File: src/rtl/mem_port_arbiter.sv
`default_nettype none
// ============================================================================
// Module      : mem_port_arbiter
// Description : Shares one word-wide, byte-laned memory port between an
//               instruction-fetch requester (I, read-only) and a load/store
//               requester (D, read/write). Each access is sequenced over a
//               fixed memory latency and completed with a one-cycle ready
//               pulse. Simultaneous requests are granted round-robin.
//
// Ports       : clk, rst_b        clock, synchronous active-high reset
//               i_req/i_addr      fetch request (level, held until i_ready)
//               i_ready/i_rdata   fetch completion pulse and fetched word
//               d_req/d_we/d_addr/d_wdata
//                                 load/store request (level, held until d_ready)
//               d_ready/d_rdata   load/store completion pulse and loaded word
//               mem_addr/mem_write_en/mem_data_in/mem_data_out
//                                 memory port, word aligned, lane k = [8k+7:8k]
//               busy              high whenever an access is in flight
//
// Revision    : 1.0  initial release
// ============================================================================
module mem_port_arbiter #(
    parameter int XLEN        = 32,
    parameter int MEM_LATENCY = 4     // legal range 1..15
) (
    input  logic            clk,
    input  logic            rst_b,
    input  logic            i_req,
    input  logic [XLEN-1:0] i_addr,
    output logic            i_ready,
    output logic [XLEN-1:0] i_rdata,
    input  logic            d_req,
    input  logic            d_we,
    input  logic [XLEN-1:0] d_addr,
    input  logic [XLEN-1:0] d_wdata,
    output logic            d_ready,
    output logic [XLEN-1:0] d_rdata,
    output logic [XLEN-1:0] mem_addr,
    output logic            mem_write_en,
    output logic [XLEN-1:0] mem_data_in,
    input  logic [XLEN-1:0] mem_data_out,
    output logic            busy
);

    localparam logic [1:0] c_IDLE   = 2'd0;
    localparam logic [1:0] c_ACCESS = 2'd1;
    localparam logic [1:0] c_RESP   = 2'd2;

    localparam logic c_OWNER_I = 1'b0;
    localparam logic c_OWNER_D = 1'b1;

    localparam int                 c_CNT_W     = 4;
    localparam logic [c_CNT_W-1:0] c_CNT_INIT  = c_CNT_W'(MEM_LATENCY - 1);
    localparam logic [XLEN-1:0]    c_WORD_MASK = {{(XLEN-2){1'b1}}, 2'b00};

    logic [1:0]         state_q,      state_d;
    logic               owner_q,      owner_d;
    logic               we_q,         we_d;
    logic [XLEN-1:0]    addr_q,       addr_d;
    logic [XLEN-1:0]    wdata_q,      wdata_d;
    logic [c_CNT_W-1:0] cnt_q,        cnt_d;
    logic               last_grant_q, last_grant_d;
    logic [XLEN-1:0]    i_rdata_q,    i_rdata_d;
    logic [XLEN-1:0]    d_rdata_q,    d_rdata_d;

    logic w_grant_i;
    logic w_grant_d;

    // Round-robin: on contention the requester that did not win last time
    // is granted; an uncontested request is granted directly.
    always_comb begin
        w_grant_i = i_req && (!d_req || (last_grant_q == c_OWNER_D));
        w_grant_d = d_req && (!i_req || (last_grant_q == c_OWNER_I));
    end

    always_comb begin
        state_d      = state_q;
        owner_d      = owner_q;
        we_d         = we_q;
        addr_d       = addr_q;
        wdata_d      = wdata_q;
        cnt_d        = cnt_q;
        last_grant_d = last_grant_q;
        i_rdata_d    = i_rdata_q;
        d_rdata_d    = d_rdata_q;

        case (state_q)
            c_IDLE: begin
                if (w_grant_i || w_grant_d) begin
                    // Everything the access needs is captured here, so later
                    // changes on the request inputs cannot disturb it.
                    owner_d      = w_grant_d ? c_OWNER_D : c_OWNER_I;
                    we_d         = w_grant_d && d_we;
                    addr_d       = (w_grant_d ? d_addr : i_addr) & c_WORD_MASK;
                    wdata_d      = d_wdata;
                    cnt_d        = c_CNT_INIT;
                    last_grant_d = w_grant_d ? c_OWNER_D : c_OWNER_I;
                    state_d      = c_ACCESS;
                end
            end
            c_ACCESS: begin
                if (cnt_q == '0) begin
                    if (!we_q) begin
                        if (owner_q == c_OWNER_D) begin
                            d_rdata_d = mem_data_out;
                        end else begin
                            i_rdata_d = mem_data_out;
                        end
                    end
                    state_d = c_RESP;
                end else begin
                    cnt_d = cnt_q - 1'b1;
                end
            end
            c_RESP: begin
                state_d = c_IDLE;
            end
            default: begin
                state_d = c_IDLE;
            end
        endcase
    end

    always_ff @(posedge clk) begin
        if (rst_b) begin
            state_q      <= c_IDLE;
            owner_q      <= c_OWNER_I;
            we_q         <= 1'b0;
            addr_q       <= '0;
            wdata_q      <= '0;
            cnt_q        <= '0;
            last_grant_q <= c_OWNER_D;
            i_rdata_q    <= '0;
            d_rdata_q    <= '0;
        end else begin
            state_q      <= state_d;
            owner_q      <= owner_d;
            we_q         <= we_d;
            addr_q       <= addr_d;
            wdata_q      <= wdata_d;
            cnt_q        <= cnt_d;
            last_grant_q <= last_grant_d;
            i_rdata_q    <= i_rdata_d;
            d_rdata_q    <= d_rdata_d;
        end
    end

    // The counter still holds its load value only in the first ACCESS cycle,
    // which is where the single write strobe of a store belongs.
    always_comb begin
        busy         = (state_q != c_IDLE);
        i_ready      = (state_q == c_RESP) && (owner_q == c_OWNER_I);
        d_ready      = (state_q == c_RESP) && (owner_q == c_OWNER_D);
        mem_write_en = (state_q == c_ACCESS) && we_q && (cnt_q == c_CNT_INIT);
        mem_addr     = addr_q;
        mem_data_in  = wdata_q;
        i_rdata      = i_rdata_q;
        d_rdata      = d_rdata_q;
    end

endmodule
`default_nettype wire

File: config.mk
export PLATFORM = sky130hd
export DESIGN_NAME = mem_port_arbiter
export DESIGN_NICKNAME = d
export VERILOG_FILES = /design/src/rtl/mem_port_arbiter.sv
export SDC_FILE = /design/constraint.sdc
export NUM_CORES = 1
export LEC_CHECK = 0
export CORE_UTILIZATION = 41
export CTS_CLUSTER_SIZE = 24
export DETAILED_ROUTE_END_ITERATION = 8
export PLACE_DENSITY = 0.8
export RECOVER_POWER = 50
export SLEW_MARGIN = 20
export SYNTH_ARGS = -nofsm -noshare
export SYNTH_HDL_FRONTEND = slang
export SYNTH_SLANG_ARGS = --single-unit
File: constraint.sdc
create_clock -name clk -period 2.59 [get_ports clk]
set_input_delay 0.518 -clock clk [delete_from_list [all_inputs] [get_ports clk]]
set_output_delay 0.518 -clock clk [all_outputs]
set_load 0.01 [all_outputs]
# Word level (Yosys, flattened, before mapping)
# Index checks and enable logic that the tools add are counted.
# W data, S select, Z words.
dict set report totals {
  ff_bits 135
  latch_bits 0
  ram_bits 0
  mem_bits_ro 0
  input_bits 133
  word_cells 48
  mem_count 0
}
dict set report classes {
  add_sub_neg 1
  mul 0
  n_div 0
  n_lt_le_gt_ge 0
  n_eq_ne 6
  shift 0
  mux 8
  bitwise 3
  n_reduce_logical 21
}
# op n
set op_table {}
lappend op_table {{$mux W32} 1}
lappend op_table {{$mux W4} 2}
lappend op_table {{$pmux W4 S2} 1}
lappend op_table {{$reduce_and A4 Y1} 2}
lappend op_table {{$logic_and A1 B1 Y1} 7}
lappend op_table {{$ne A2 B2 Y1 const B} 3}
lappend op_table {{$eq A4 B2 Y1 const B} 1}
lappend op_table {{$logic_not A4 Y1} 1}
lappend op_table {{$mux W2} 2}
lappend op_table {{$pmux W2 S2} 1}
lappend op_table {{$reduce_and A2 Y1} 2}
lappend op_table {{$reduce_bool A2 Y1} 2}
lappend op_table {{$sub A4 B1 Y4 const B} 1}
lappend op_table {{$logic_or A1 B1 Y1} 3}
lappend op_table {{$not A1 Y1} 3}
lappend op_table {{$reduce_and A3 Y1} 1}
lappend op_table {{$eq A2 B1 Y1 const B} 1}
lappend op_table {{$eq A2 B2 Y1 const B} 1}
lappend op_table {{$logic_not A1 Y1} 2}
lappend op_table {{$logic_not A2 Y1} 1}
lappend op_table {{$mux W1} 1}

# Depth between registers and ports, before layout
# Gate-level depths: netlist of the first run.
dict set report logic_depth {
  word_depth 6
  mapped_depth 8
}

# Worst setup path after synthesis of the first run
# Ideal clock, no wire load.
dict set report synth_path {
  path_type {reg-to-reg}
  from {reg cnt_q[0]}
  to {reg d_rdata_q[10] (netlist: d_rdata[10])}
  setup_time_ps 118
  arrival_ps 1848
  path_slack_ps 624
  path_stages_with_launch 9
  synth_period_minus_slack_ps 1966
  path_cell_list {dfxtp_1 -> inv_1 -> ha_1 -> or3b_1 -> buf_6 -> or4_4 -> buf_6 -> buf_12 -> mux2i_1}
}
dict set report synth_between {
  elab_chain_len 2
}
# element line_no
set synth_lines {}
lappend synth_lines {{from (decl)} 61} ;# logic [c_CNT_W-1:0] cnt_q, cnt_d;
lappend synth_lines {{from (signal assigned)} 141} ;# cnt_q <= cnt_d;
lappend synth_lines {{$logic_not A4 Y1} 102} ;# if (cnt_q == '0) begin
lappend synth_lines {{$reduce_and A4 Y1 (no line)} n/a}
lappend synth_lines {{to (signal assigned)} 144} ;# d_rdata_q <= d_rdata_d;
lappend synth_lines {{to (decl)} 64} ;# logic [XLEN-1:0] d_rdata_q, d_rdata_d;
# No other way between the ends.
# A chain may end at the register's enable or synchronous reset.

# Final worst setup path of the first run
dict set report layout_path {
  from {reg state_q[0]}
  to {out busy}
}
dict set report layout_between {
  elab_chain_len 1
}
# element line_no
set layout_lines {}
lappend layout_lines {{from (decl)} 56} ;# logic [1:0] state_q, state_d;
lappend layout_lines {{from (signal assigned)} 126} ;# state_q <= c_IDLE;
lappend layout_lines {{from (signal assigned)} 136} ;# state_q <= state_d;
lappend layout_lines {{$reduce_bool A2 Y1} 151} ;# busy = (state_q != c_IDLE);
lappend layout_lines {{to (decl)} 42} ;# output logic busy
# No other way between the ends.

==> impl_metrics.json, run 1 <==
{
  "report.final.hold_viol_count": 0,
  "fmax_mhz": 421,
  "p_per_area_mw_per_mm2": 674,
  "fin_area_mm2": 0.00891,
  "status": "completed",
  "area_delta_synth_final_pct": 57.0,
  "netlist_instances": 620,
  "mostFrequentLayoutCells": "clkdlybuf4s50_1 (189), dfxtp_1 (135), nand2b_1 (97)",
  "detailed_place.area_mm2": 0.00833,
  "vias_per_cell": 5.21,
  "p_clk_frac": 0.398,
  "post-route-min-period_ps": 2380,
  "num_vias": 5412,
  "grt_first_pass_wirelength_um": 26700,
  "tightest_slew_ps": 1410,
  "numCtsBuffers": 17,
  "worstPathMaxFanout": 11,
  "yosys_warnings": 0,
  "p_seq_frac": 0.393,
  "gp_congestion": 0.788,
  "synth_top_area_share": 0.476,
  "die-area_mm2": 0.0143,
  "min_path_type": "register to register",
  "cts.path.max_buffers": 2,
  "synth_edf_count": 0,
  "worst_setup_path_end_kind": "output pin",
  "coreArea_mm2": 0.0134,
  "die_w_um": 120,
  "dpl.hpwl_um": 11800,
  "grt.overflow.total": 0,
  "p_comb_frac": 0.208,
  "whs_path_depth": 2,
  "sw_frac_of_total": 0.263,
  "setup_violations": 0,
  "clock_latency_ps": 410,
  "ys_seq_area_frac": 0.476,
  "post-cts-setup-buffers": 0,
  "drcViolationCount": 0,
  "grt_start_max_net_pins": 75,
  "slew_viol_final": 0,
  "cts_root_buf": "clkbuf_16",
  "drtIter0Drc": 327,
  "io_buffer_count": 258,
  "io_pins": 265,
  "p_leak_uw": 0.00362,
  "tns_ps": 0,
  "final.period_utilization": 0.918,
  "synth-seq-cells": 135,
  "wl_per_cell_um": 16.4,
  "r2r_cells": 5,
  "p_int_uw": 4430,
  "fin_skew_ps": 5.27,
  "yosysTopAreaCell": "dfxtp_1",
  "antenna_found_initial": 0,
  "path_class": "register to output pin",
  "cp_data_arrival_time_ps": 1860,
  "tritoncts": "done",
  "postRouteAntennaNets": 0,
  "initial_core_util": 0.424,
  "htree_levels": 4,
  "maxSlewHeadroom": 0.0593,
  "clk_transition_reported_paths_ps": 60,
  "synth-main-ff-cell": "dfxtp_1",
  "firstDrtPassIters": 4,
  "layout.nets": 984,
  "std_cell_rows": 42,
  "fillers": 1064,
  "die_h_um": 120,
  "synthArstFlopShare": 0,
  "critPathLaunchType": "register",
  "grt_pass1_vias": 5310,
  "cap_violations": 0,
  "syn_area_mm2": 0.00568,
  "power_switching_uw": 1580,
  "layout-drive-gt1-share": 0.0557,
  "required_ps": 2070,
  "rsz0062_at_grt": "false",
  "wirelength_um": 17000,
  "syn_avg_cell_area_um2": 9.16,
  "grt_usage": 0.238,
  "synth_cell_types": 37,
  "diodes": 0,
  "layout_commonest_cell": "clkdlybuf4s50_1",
  "vdd_drop_max_uv": 399,
  "synth.area.top_cells": "dfxtp_1 (48%), mux2i_1 (11%), nand2b_1 (11%)",
  "clock_sinks": 135
}
-- flip-flops by register name, summed over array words and instances (netlist names) --
signal and flops:
cnt_q 4, d_rdata 32, i_rdata 32, last_grant_q 1
mem_addr 30, mem_data_in 32, owner_q 1, state_q 2
we_q 1
-- power groups by stage --
| stage | logic [µW] | registers (µW) | clock network (µW) |
|---|---|---|---|
| after floorplan | 546 | 2470 | 0 |
| after global placement | 1250 | 2400 | 0 |
| after detailed placement | 1280 | 2410 | 0 |
| after CTS | 1280 | 2370 | 2450 |
| after global routing | 1340 | 2380 | 2550 |
| final | 1250 | 2360 | 2390 |
-- synth_stat cells (2+ instances only) --
library cell	n
a221oi_1	2
a311oi_1	31
o21ai_0	34
mux2i_1	64
dfxtp_1	135
buf_12	2
a21oi_1	64
nor3_1	2
nand3_1	35
inv_1	4
o211ai_1	2
nor3b_1	2
ha_1	2
nor2b_1	2
nor2_1	5
clkbuf_1	47
nor4_1	2
buf_4	2
buf_2	4
nand2b_1	97
a31oi_1	2
buf_6	2
nand2_1	62
buf_1	3
-- logic make-up after synthesis --
logic type / share of synthesized area
simple gates: 0.203
buf+inv: 0.0529
other cells: 0.000660
flops: 0.476
fa+ha+maj: 0.00441
mux: 0.113
compound gates: 0.150
-- worst paths after layout --
check	start	slack (ps)	to
setup / recovery	state_q[0]	210	busy
hold reg to reg	i_rdata[10]	470	i_rdata[10]
setup reg to reg	cnt_q[0]	300	i_rdata[22]
hold / removal	i_rdata[10]	470	i_rdata[10]
-- layer usage --
| layer | part of all wire | wire length (µm) | GRT usage | vias up |
|---|---|---|---|---|
| met2 | 0.49 | 8390 | 0.405 | 245 |
| li1 | - | - | - | 2613 |
| met4 | 0.032 | 541 | 0.120 | 0 |
| met3 | 0.082 | 1400 | 0.0803 | 38 |
| met5 | 0 | 0 | 0 | - |
| met1 | 0.39 | 6650 | 0.265 | 2516 |
-- stage by stage --
stage          utilization  instances  hold slack, ps  setup WS, ps  power [µW]
4_1_cts              0.665       1038             474          60.9        6100
2_1_floorplan            -        621             493           624        3010
5_1_grt              0.665       1038             493           108        6280
3_5_place_dp         0.621       1006             462          75.5        3680
3_3_place_gp         0.621       1006             458           157        3650
6_report             0.665       1038             470           212        6010
-- what timing repair did --
item / CTS / global route
hold buffers: 0 / 0
resized for setup: 0 / 1
endpoints found under the setup margin: 0 / 1
-- final cells by class --
class                           instances  area (µm²)  area share
Multi-Input combinational cell        422        2700       0.303
Sequential cell                       135        2700       0.303
Timing Repair Buffer                  269        2690       0.301
Inverter                                4        15.0     0.00168
Tap cell                              176         220      0.0247
Clock inverter                          7        92.6      0.0104
Clock buffer                           25         495      0.0556
-- critical path: stages (launching register included) --
cell and delay, ps:
dfxtp_1 420, nor2_4 60, inv_1 320, clkdlybuf4s50_1 650
Note: power is estimated with default switching activity, not from simulation.
==> run 2: changes to the inputs <==
==> constraint.sdc (replaced) <==
create_clock -name clk -period 2.4 [get_ports clk]
set_input_delay 0.48 -clock clk [delete_from_list [all_inputs] [get_ports clk]]
set_output_delay 0.48 -clock clk [all_outputs]
set_load 0.01 [all_outputs]
==> run 2 against run 1 <==
  * Core utilization up 0.13 points
  * Hold slack got worse by 3.5 ps
  * Setup slack got worse by 120 ps
  * Final area is 0.20% higher
  * Die area unchanged
  * Routed wire length barely moved
  * Flip-flop and latch count is the same
  * Critical endpoint unchanged
==> impl_metrics.json, run 2 (same netlist as run 1, synthesis figures left out) <==
{
  "worst_setup_path_end_kind": "output pin",
  "cts.path.max_buffers": 2,
  "layout_commonest_cell": "clkdlybuf4s50_1",
  "fin_skew_ps": 9.51,
  "path_buf_inv": 2,
  "htree_levels": 4,
  "cts_root_buf": "clkbuf_16",
  "min_path_type": "register to register",
  "critPathLaunchType": "register",
  "whs_endpoint": "i_rdata[18]",
  "crit_chain": "nor2_4, inv_1, clkdlybuf4s50_1",
  "p_leak_uw": 0.00360,
  "vias_per_cell": 5.26,
  "detailed_place.area_mm2": 0.00837,
  "die-area_mm2": 0.0143,
  "cap_violations": 0,
  "coreArea_mm2": 0.0134,
  "rr_endpoint": "last_grant_q",
  "fin_area_mm2": 0.00893,
  "place_ws_ps": -126,
  "final.period_utilization": 0.960,
  "tritoncts": "done",
  "hp-start": "i_rdata[18]",
  "mostFrequentLayoutCells": "clkdlybuf4s50_1 (194), dfxtp_1 (135), nand2b_1 (97)",
  "postRouteAntennaNets": 0,
  "tightest_slew_ps": 1400,
  "wl_per_cell_um": 16.3,
  "rsz0062_at_grt": "false",
  "clock_latency_ps": 410,
  "setup_violations": 0,
  "fillers": 1052,
  "p_per_area_mw_per_mm2": 721,
  "grt_first_pass_wirelength_um": 27100,
  "grt_usage": 0.239,
  "grt.overflow.total": 0,
  "worstPathMaxFanout": 11,
  "regToRegSetupSlack_ps": 230,
  "die_h_um": 120,
  "cp_top_family": "buffers and inverters",
  "clk_transition_reported_paths_ps": 50,
  "vdd_drop_max_uv": 421,
  "initial_core_util": 0.424,
  "dpl.hpwl_um": 11800,
  "drtIter0Drc": 380,
  "layout-drive-gt1-share": 0.0567,
  "slowest_delay_ps": 640,
  "clock_sinks": 135,
  "numCtsBuffers": 17,
  "setup_slack_ps": 97.0,
  "antenna_found_initial": 0,
  "post-route-min-period_ps": 2300,
  "gp_congestion": 0.788,
  "p_total_uw": 6440,
  "firstDrtPassIters": 7,
  "io_pins": 265,
  "layout.nets": 986,
  "std_cell_rows": 42,
  "num_vias": 5468,
  "r2r-start": "state_q[0]",
  "path_class": "register to output pin",
  "grt_pass1_vias": 5447,
  "cp_data_arrival_time_ps": 1820,
  "die_w_um": 120,
  "multi_input_comb_area_mm2": 0.00270,
  "slew_viol_final": 0,
  "slowest_stage": "clkdlybuf4s50_1",
  "post-cts-setup-buffers": 0,
  "diodes": 0,
  "required_ps": 1920,
  "status": "completed",
  "grt_start_max_net_pins": 79,
  "drcViolationCount": 0,
  "report.final.hold_viol_count": 0,
  "r2r_cells": 4,
  "final_core_util": 0.667,
  "regArea_mm2": 0.00270,
  "fmax_mhz": 434,
  "maxSlewHeadroom": 0.0683,
  "io_buffer_count": 258,
  "wirelength_um": 17000,
  "area_delta_synth_final_pct": 57.3,
  "whs_path_depth": 2
}
run 2: area by class of cell:
type | count | area share
inverter | 4 | 0.00168
clock buffer | 24 | 0.0539
multi-input combinational | 422 | 0.302
sequential | 135 | 0.303
tap | 176 | 0.0247
clock inverter | 8 | 0.0108
timing repair buffer | 271 | 0.304
run 2: what timing repair did:
action | in CTS | in global routing
hold endpoints to repair | 0 | 0
endpoints found under the setup margin | 1 | 0
hold buffers | 0 | 0
resized for setup | 1 | 0
run 2: worst max-delay path by stage:
stage	startpoint	to	slack [ps]	cells after the start
floorplan	cnt_q[0]	d_rdata[10]	430	8
global placement	i_req	mem_addr[20]	-2	4
detailed placement	i_req	mem_addr[22]	-130	4
CTS	state_q[0]	busy	80	3
global route	owner_q	d_ready	30	3
finish	state_q[0]	busy	100	3
run 2: where the power goes:
part           total (µW)  internal (µW)  switching, µW
clock network        2530           1610            919
logic                1370            714            652
registers            2550           2440            113
run 2: per-layer routing:
layer | up-vias | wire length [µm] | GRT usage
met5 | - | 0 | 0
met4 | 0 | 564 | 0.118
met3 | 37 | 1320 | 0.0813
met2 | 256 | 8320 | 0.407
met1 | 2554 | 6780 | 0.264
li1 | 2621 | - | -
run 2: stage by stage:
stage               TNS [ps]  instances  hold WS (ps)
detailed placement     -2110       1008           465
CTS                        0       1040           473
floorplan                  0        621           493
finish                     0       1040           467
global route               0       1040           486
global placement       -4.93       1008           458
run 2: worst register-to-register path, delay by kind of cell (launching register included):
family	cells	cell delay, ps
AOI/OAI and AO/OA	1	390
buffers and inverters	1	1030
DFF	1	360
and+or+nand+nor	2	280
==> run 3: changes to the inputs <==
==> constraint.sdc (replaced) <==
create_clock -name clk -period 2.4 [get_ports clk]
set_input_delay 0.24 -clock clk [delete_from_list [all_inputs] [get_ports clk]]
set_output_delay 0.24 -clock clk [all_outputs]
set_load 0.01 [all_outputs]
==> run 3 against run 2 <==
  * Non-clock buffer count is 2 higher
  * Final cell count is 0.29% higher
  * Clock-buffer cell count is 4 lower
  * Hold slack worse by 180 ps
  * Highest routed layer unchanged
==> impl_metrics.json, run 3 (same netlist as run 1, synthesis figures left out) <==
{
  "status": "completed",
  "cts_resized": 0,
  "layout-drive-gt1-share": 0.0670,
  "rr_endpoint": "d_rdata[2]",
  "fin_area_mm2": 0.00901,
  "tns_ps": 0,
  "grt.overflow.total": 0,
  "min_path_type": "input port to register",
  "r2r_cells": 5,
  "final.period_utilization": 0.920,
  "die_w_um": 120,
  "layout_commonest_cell": "clkdlybuf4s50_1",
  "std_cell_rows": 42,
  "sw_frac_of_total": 0.261,
  "clk_transition_reported_paths_ps": 60,
  "rsz0062_at_grt": "false",
  "slowest_stage": "clkdlybuf4s50_1",
  "die-area_mm2": 0.0143,
  "dpl.hpwl_um": 11800,
  "postRouteAntennaNets": 0,
  "tightest_slew_ps": 1370,
  "fillers": 1053,
  "num_vias": 5467,
  "multi_input_comb_area_mm2": 0.00271,
  "worstPathMaxFanout": 8,
  "crit_chain": "nor2b_1, buf_4, nand3_1, nor3_2, clkdlybuf4s50_1",
  "path_class": "register to output pin",
  "required_ps": 2160,
  "grt_usage": 0.233,
  "vdd_drop_max_uv": 493,
  "grt_start_max_net_pins": 69,
  "post-cts-setup-buffers": 0,
  "regArea_mm2": 0.00270,
  "report.final.hold_viol_count": 0,
  "layout.nets": 988,
  "wl_per_cell_um": 16.1,
  "p_int_uw": 4920,
  "grt_first_pass_wirelength_um": 26500,
  "detailed_place.area_mm2": 0.00837,
  "drcViolationCount": 0,
  "io_pins": 265,
  "p_per_area_mw_per_mm2": 738,
  "slew_viol_final": 0,
  "io_buffer_count": 258,
  "htree_levels": 4,
  "area_delta_synth_final_pct": 58.7,
  "initial_core_util": 0.424,
  "whs_endpoint": "mem_data_in[2]",
  "regToRegSetupSlack_ps": 230,
  "gp_congestion": 0.795,
  "antenna_found_initial": 1,
  "fin_skew_ps": 9.97,
  "slowest_delay_ps": 620,
  "cap_violations": 0,
  "p_comb_frac": 0.202,
  "cts.path.max_buffers": 2,
  "drtIter0Drc": 324,
  "cp_data_arrival_time_ps": 1970,
  "grt_pass1_vias": 5474,
  "firstDrtPassIters": 5,
  "hold_buffers": 0,
  "power_switching_uw": 1740,
  "hp-start": "rst_b",
  "vias_per_cell": 5.24,
  "setup_violations": 0,
  "critPathLaunchType": "register",
  "p_seq_frac": 0.383,
  "place_ws_ps": 194,
  "numCtsBuffers": 17,
  "final_core_util": 0.673,
  "r2r-start": "cnt_q[0]",
  "die_h_um": 120,
  "setup_slack_ps": 192,
  "mostFrequentLayoutCells": "clkdlybuf4s50_1 (136), dfxtp_1 (134), dlygate4sd3_1 (121)",
  "clock_latency_ps": 410,
  "maxSlewHeadroom": 0.0839,
  "coreArea_mm2": 0.0134,
  "cts_root_buf": "clkbuf_16",
  "p_leak_uw": 0.00380,
  "wirelength_um": 16700,
  "tritoncts": "done",
  "worst_setup_path_end_kind": "output pin",
  "p_clk_frac": 0.416,
  "post-route-min-period_ps": 2210,
  "clock_sinks": 135,
  "fmax_mhz": 453,
  "whs_path_depth": 2
}
-- run 3: cell types whose count changed in the layout (fill, tap and decap cells not counted), sizes merged --
cell / previous run / this run
clkbuf: 27 / 21
bufinv: 2 / 4
buf: 11 / 15
dlygate4sd2: 1 / 0
clkdlybuf4s50: 194 / 136
diode: 0 / 1
dlygate4sd3: 62 / 121
clkinvlp: 1 / 3
-- run 3: worst max-delay path: cells and delay by family, from the launching register on --
kind / cells / cell delay (ps)
simple gates: 3 / 400
flops: 1 / 380
buf+inv: 2 / 770
-- run 3: power groups by stage --
stage / clock network (µW) / registers (µW) / logic, µW
after global routing: 2920 / 2570 / 1440
after detailed placement: 0 / 2600 / 1390
after floorplan: 0 / 2660 / 589
after CTS: 2830 / 2550 / 1400
final: 2770 / 2550 / 1340
after global placement: 0 / 2590 / 1360
-- run 3: through the flow --
stage               std cells  total power, µW  hold WS, ps
floorplan                 621             3250          388
global placement         1010             3950          458
detailed placement       1010             3990          465
CTS                      1042             6780          271
global route             1043             6930          315
finish                   1043             6650          290
-- run 3: worst max path at each step --
stage	startpoint	to	slack [ps]
final	state_q[0]	mem_write_en	190
after global routing	state_q[0]	mem_write_en	80
after CTS	state_q[0]	mem_write_en	40
after detailed placement	i_req	mem_addr[22]	190
after global placement	i_req	mem_addr[26]	260
after floorplan	cnt_q[0]	d_rdata[10]	430
-- run 3: layer usage --
layer / track usage / part of all wire / vias to the layer above / routed length [µm]
met5: 0 / 0 / - / 0
met4: 0.102 / 0.024 / 0 / 403
met3: 0.0746 / 0.079 / 27 / 1320
met2: 0.397 / 0.49 / 236 / 8250
met1: 0.265 / 0.40 / 2577 / 6770
li1: - / - / 2627 / -
-- run 3: cell type report --
class                      count  share of cell area
tap                          176              0.0244
timing repair buffer         273               0.303
clock inverter                12              0.0194
sequential                   135               0.300
inverter                       4             0.00167
antenna                        1            0.000278
multi-input combinational    422               0.301
clock buffer                  20              0.0507
